`src/rtl/exp_fifo.sv`:
```
// Expected-data FIFO for the frame checker.
//   clk, rst   : clock, asynchronous active-high reset
//   push_data  : entry to write; push writes when not full
//   pop        : drop the head entry when not empty
//   full/empty : status, decided by the extra pointer MSB
//   head       : current oldest entry
module exp_fifo #(
  parameter int DATA_WIDTH = 8,
  parameter int DEPTH      = 4
) (
  input  logic                  clk,
  input  logic                  rst,
  input  logic [DATA_WIDTH-1:0] push_data,
  input  logic                  push,
  input  logic                  pop,
  output logic                  full,
  output logic                  empty,
  output logic [DATA_WIDTH-1:0] head
);

  localparam int AW = $clog2(DEPTH);
  localparam logic [AW:0] PTR_ONE = (AW + 1)'(1);

  logic [AW:0]           wr_ptr;
  logic [AW:0]           rd_ptr;
  logic [DATA_WIDTH-1:0] mem [DEPTH];

  assign empty = (wr_ptr == rd_ptr);
  assign full  = (wr_ptr[AW] != rd_ptr[AW]) && (wr_ptr[AW-1:0] == rd_ptr[AW-1:0]);
  assign head  = mem[rd_ptr[AW-1:0]];

  always_ff @(posedge clk or posedge rst) begin
    if (rst) begin
      wr_ptr <= '0;
      rd_ptr <= '0;
    end else begin
      if (push && !full) wr_ptr <= wr_ptr + PTR_ONE;
      if (pop && !empty) rd_ptr <= rd_ptr + PTR_ONE;
    end
  end

  always_ff @(posedge clk) begin
    if (push && !full) mem[wr_ptr[AW-1:0]] <= push_data;
  end

endmodule

```
`config.mk`:
```
export PLATFORM = sky130hd
export DESIGN_NAME = exp_fifo
export DESIGN_NICKNAME = d
export VERILOG_FILES = /design/src/rtl/exp_fifo.sv
export SDC_FILE = /design/constraint.sdc
export NUM_CORES = 1
export LEC_CHECK = 0
export CAP_MARGIN = 20
export CORE_ASPECT_RATIO = 1.25
export CORE_MARGIN = 10
export CORE_UTILIZATION = 55
export DETAILED_ROUTE_END_ITERATION = 8
export MAX_ROUTING_LAYER = met4
export PLACE_DENSITY = 0.9
export SLEW_MARGIN = 30
export SYNTH_ARGS = -nofsm -noshare
export SYNTH_HDL_FRONTEND = slang
export SYNTH_SLANG_ARGS = --single-unit
```
`constraint.sdc`:
```
create_clock -name clk -period 3.8 [get_ports clk]
set_clock_uncertainty 0.2 [all_clocks]
set_input_delay 0.38 -clock clk [delete_from_list [all_inputs] [get_ports clk]]
set_output_delay 0.38 -clock clk [all_outputs]
set_load 0.02 [all_outputs]
```
Yosys cells after proc, flatten, opt, wreduce, memory -nomap -nowiden
Memories as Yosys holds them, arrays and structs flattened.
Cells that the tools add are included.
- memories kept: 1
- bits in writable memories: 32
- output and inout port bits: 10
- bits in registers: 6
- logic and storage cells: 15
- bits of input ports: 12
- memories (name ; words ; bits a word ; read ports ; clocked after memory_dff ; wr ports ; line ; RTL):
    mem ; 4 ; 8 ; 1 ; 0 ; 1 ; 26 ; logic [DATA_WIDTH-1:0] mem [DEPTH];
- equality and inequality tests: 3
- add/sub/neg operators: 2
- multiplexer cells: 2
- reduce and logical (&&, ||, !) cells: 5
- operators by type and width (operator ; count):
    adder 3 x 1 -> 3 bit (second input constant) ; 2
    == test 3 bit ; 1
    logical AND 1 bit ; 3
    == test 2 bit ; 1
    logical NOT 1 bit ; 2
    2-to-1 mux 1 bit ; 2
    != test 1 bit ; 1

Logic depth before layout (Yosys ltp)
- depth after elaboration: 6
- gate-level depth with buffers: 5

Worst setup path after synthesis
OpenSTA, ideal clock, no wires.
- path kind: flip-flop to output port
- from: reg rd_ptr[0]
- to: out empty
- arrival time: 1.271 ns
- stages on the path, launching flop included: 4
- slack: 1.949 ns
- required time: 3.220 ns
- path buffers: 1
- cells stage by stage: dfrtp_1 buf_6 xor2_2 nor3_1
- longest elaborated chain between the ends: 1
- RTL lines (what ; line ; RTL):
    start: declaration ; 25 ; logic [AW:0] rd_ptr;
    start signal: assignment ; 38 ; if (pop && !empty) rd_ptr <= rd_ptr + PTR_ONE;
    == test 3 bit ; 28 ; assign empty = (wr_ptr == rd_ptr);
    end: declaration ; 17 ; output logic empty,
Every way passes these cells.

Final worst setup path
- from: reg rd_ptr[0]
- to: out full
- longest elaborated chain between the ends: 2
- RTL lines (what ; line ; RTL):
    == test 2 bit ; 29 ; assign full = (wr_ptr[AW] != rd_ptr[AW]) && (wr_ptr[AW-1:0] == rd_ptr[AW-1:0]);
    logical AND 1 bit ; 29 ;
    end: declaration ; 16 ; output logic full,
Every way passes these cells.

==> summary.txt <==
Outcome
  – Outcome: complete, no violations

Flow run
  – Max Cap Violations: 0

Clock network
  – TritonCTS Sinks: 38
  – CTS tree: yes
  – CTS Buf Count: 5
  – Post-cts sizing count: 0
  – CTS clk-pin slew, worst paths: 0.10 ns
  – Post-CTS Repair Setup Buffers: 0
  – Later-pin clock latency in the skew report: around 0.34 ns
  – CTS max path bufs: 2
  – Root Buffer: clkbuf_4
  – H-tree depth: 2
  – Hold buffer count at CTS: 0

STA
  – Final slew viol count: 0
  – Fmax: around 0.34 GHz
  – Worst-Margin Slew: ~0.7 ns
  – Fin crit share: 78.3%
  – Worst setup slack after layout: 0.823 ns
  – RSZ-0062 raised after global routing: no
  – Final setup vio count: 0
  – Fin Setup TNS: 0 ns
  – Slew margin rel.: 54.5%
  – Post-route minimum period: 2.98 ns
  – Final hold violations: 0
  – Final hold slack: between 0.04 and 0.05 ns

Pwr
  – VDD IR-drop max: 486 uV
  – Power Total: 1.62 mW
  – Lkg Pwr: 0.708 nW
  – PwrDens: 819 nW/um^2

Worst setup path
  – Worst setup path category: reg -> out
  – Worst Path Required: 3.22 ns
  – R2R Path End: mem[3][3]
  – FF-to-FF Start: rd_ptr[0]
  – FF-to-FF path depth: 2
  – Reg2Reg Setup Slack: 1.54 ns
  – Critical Path AT: 2.40 ns
  – CP Launch Point: rd_ptr[0]
  – Worst setup SP type: flip-flop
  – CP endpoint kind: primary output
  – Critical Path End: full
  – Max FO, Critical Path: 12

Detailed routing
  – Routed Antenna Nets: 0
  – WL/cell: 18.2 um
  – Vias: 886
  – WL final: 2810 um
  – Vias/cell: 5.75
  – DR pass1 iterations: 4
  – DRC violation count after routing: 0
  – DR iter-0 viols: 37

Finish
  – Layout Cells excl Fill: 154
  – Finished Cell Area: 1970 um^2
  – # fillers: 221
  – Antenna fix cells: 0
  – Final core area utilization: between 60% and 70%
  – Multi-input gate area: 512 um^2
  – Nets@finish: 134
  – Synth-to-Final Area Change: 18.9%
  – Share of cells above drive strength 1: 11.0%
  – Reg area: roughly 1100 um^2

Yosys
  – Synthesized net count: 108
  – Simple-Gate Fraction of Synth Area: 3.92%
  – Asr flop ratio synth: between 10% and 20%
  – Yosys warning count: 0
  – Post-synth cell types: 25
  – Number of synthesized flops with an enable pin: 32
  – Largest family of logic cells by synthesized area: multiplexers
  – Top-area cell type share of the netlist area: between 50 and 60%
  – XOR/XNOR Fraction of Synth Area: 5.66%
  – Largest area contributor in the netlist: edfxtp_1
  – Post-synth top cells: edfxtp_1, dfrtp_1
  – Post-Syn Area per Cell: between 15 and 20 um^2
  – Yosys reg bits: 38
  – Top cells by area, synth: edfxtp_1, dfrtp_1, mux4_1
  – Register area share after synthesis: between 60% and 70%
  – Post-synthesis mux area share: 12.0%
  – Synth Cell Area: 1660 um^2
  – Synth Area in Adders: 3.77%
  – Synth Flop Type: edfxtp_1
  – Most instantiated library cell after synthesis: edfxtp_1
  – Compound-Gate Fraction of Synth Area: under 10%
  – Cells after Synth: 91

Floorplanning
  – Die ar.: about 5600 um^2
  – Die Width: between 60 and 70 um
  – Initial core utilization: 56.8%
  – Die boundary height: 81.4 um
  – Row count: 22
  – I/O pin count: 22
  – Core area: roughly 3000 um^2

Placed design
  – Routability-driven placement congestion ratio: 0.900
  – IO Port Bufs: 21
  – Pre-CTS WS: 1.18 ns
  – Placed cell count: 146
  – Placed instance area: about 1900 um^2
  – Detailed placer's ending HPWL: 2070 um

GRT
  – First-pass GRT wire length: 4800 um
  – Vias in the first global route: 957
  – Total GRT Usage: between 10 and 15%
  – Gr ovfl total: 0
  – Largest net degree at the start of global routing: 15
  – Initial antenna violation count: 0

Min path
  – Hold Crit Class: in -> async
## logic make-up after synthesis
family          after synthesis
compound gates               13
xor+xnor                      9
fa+ha+maj                     5
buf+inv                       7
flops                        38
mux                           8
simple gates                 11
## final cells by class
| class | instances | share of cell area (%) |
|---|---|---|
| Clock buffer | 7 | 2.28 |
| Clock inverter | 1 | 1.52 |
| Inverter | 5 | 0.952 |
| Multi-Input combinational cell | 46 | 26.0 |
| Sequential cell | 38 | 56.3 |
| Tap cell | 36 | 2.28 |
| Timing Repair Buffer | 21 | 10.7 |
## sequential cells by signal (all words and copies together) (netlist names)
name,flops
wr_ptr,3
rd_ptr,3
mem,32
## critical path, stage by stage (launching register included)
cell and delay [ns]:
dfrtp_1 0.64, xnor2_1 0.55, nand3_2 0.17, inv_1 0.09, clkdlybuf4s50_1 0.60
## layer usage
layer  global-route usage (%)  vias up  part of all wire [%]
met5                        -        -                     0
met4                     5.44        0                   2.2
met3                     4.51        7                   5.4
met2                     17.7       28                    51
met1                     12.6      441                    42
li1                         -      410                     -
## placed cells by master, fill, tap and decap left out, types with 3 or more instances in the layout
cell,count
edfxtp_1,32
clkdlybuf4s50_1,21
clkbuf_4,5
a21oi_1,4
ha_1,5
and3_1,3
mux4_1,5
dfrtp_1,6
o31ai_1,4
inv_1,5
xnor2_1,5
mux4_2,3
## power breakdown
part | leakage (nW) | switching (mW) | internal, mW | total (mW)
registers | 0.365 | 0.113 | 0.562 | 0.675
clock network | 0.0395 | 0.121 | 0.139 | 0.260
logic | 0.303 | 0.347 | 0.332 | 0.680
## worst min path at each step
| stage | end | start |
|---|---|---|
| 5_1_grt | rd_ptr[2] | rst |
| 4_1_cts | rd_ptr[2] | rst |
| 2_1_floorplan | rd_ptr[0] | rst |
| 3_3_place_gp | wr_ptr[2] | wr_ptr[2] |
| 3_5_place_dp | wr_ptr[2] | wr_ptr[2] |
| 6_report | rd_ptr[2] | rst |
No activity file was read; power rests on OpenSTA's default activity.
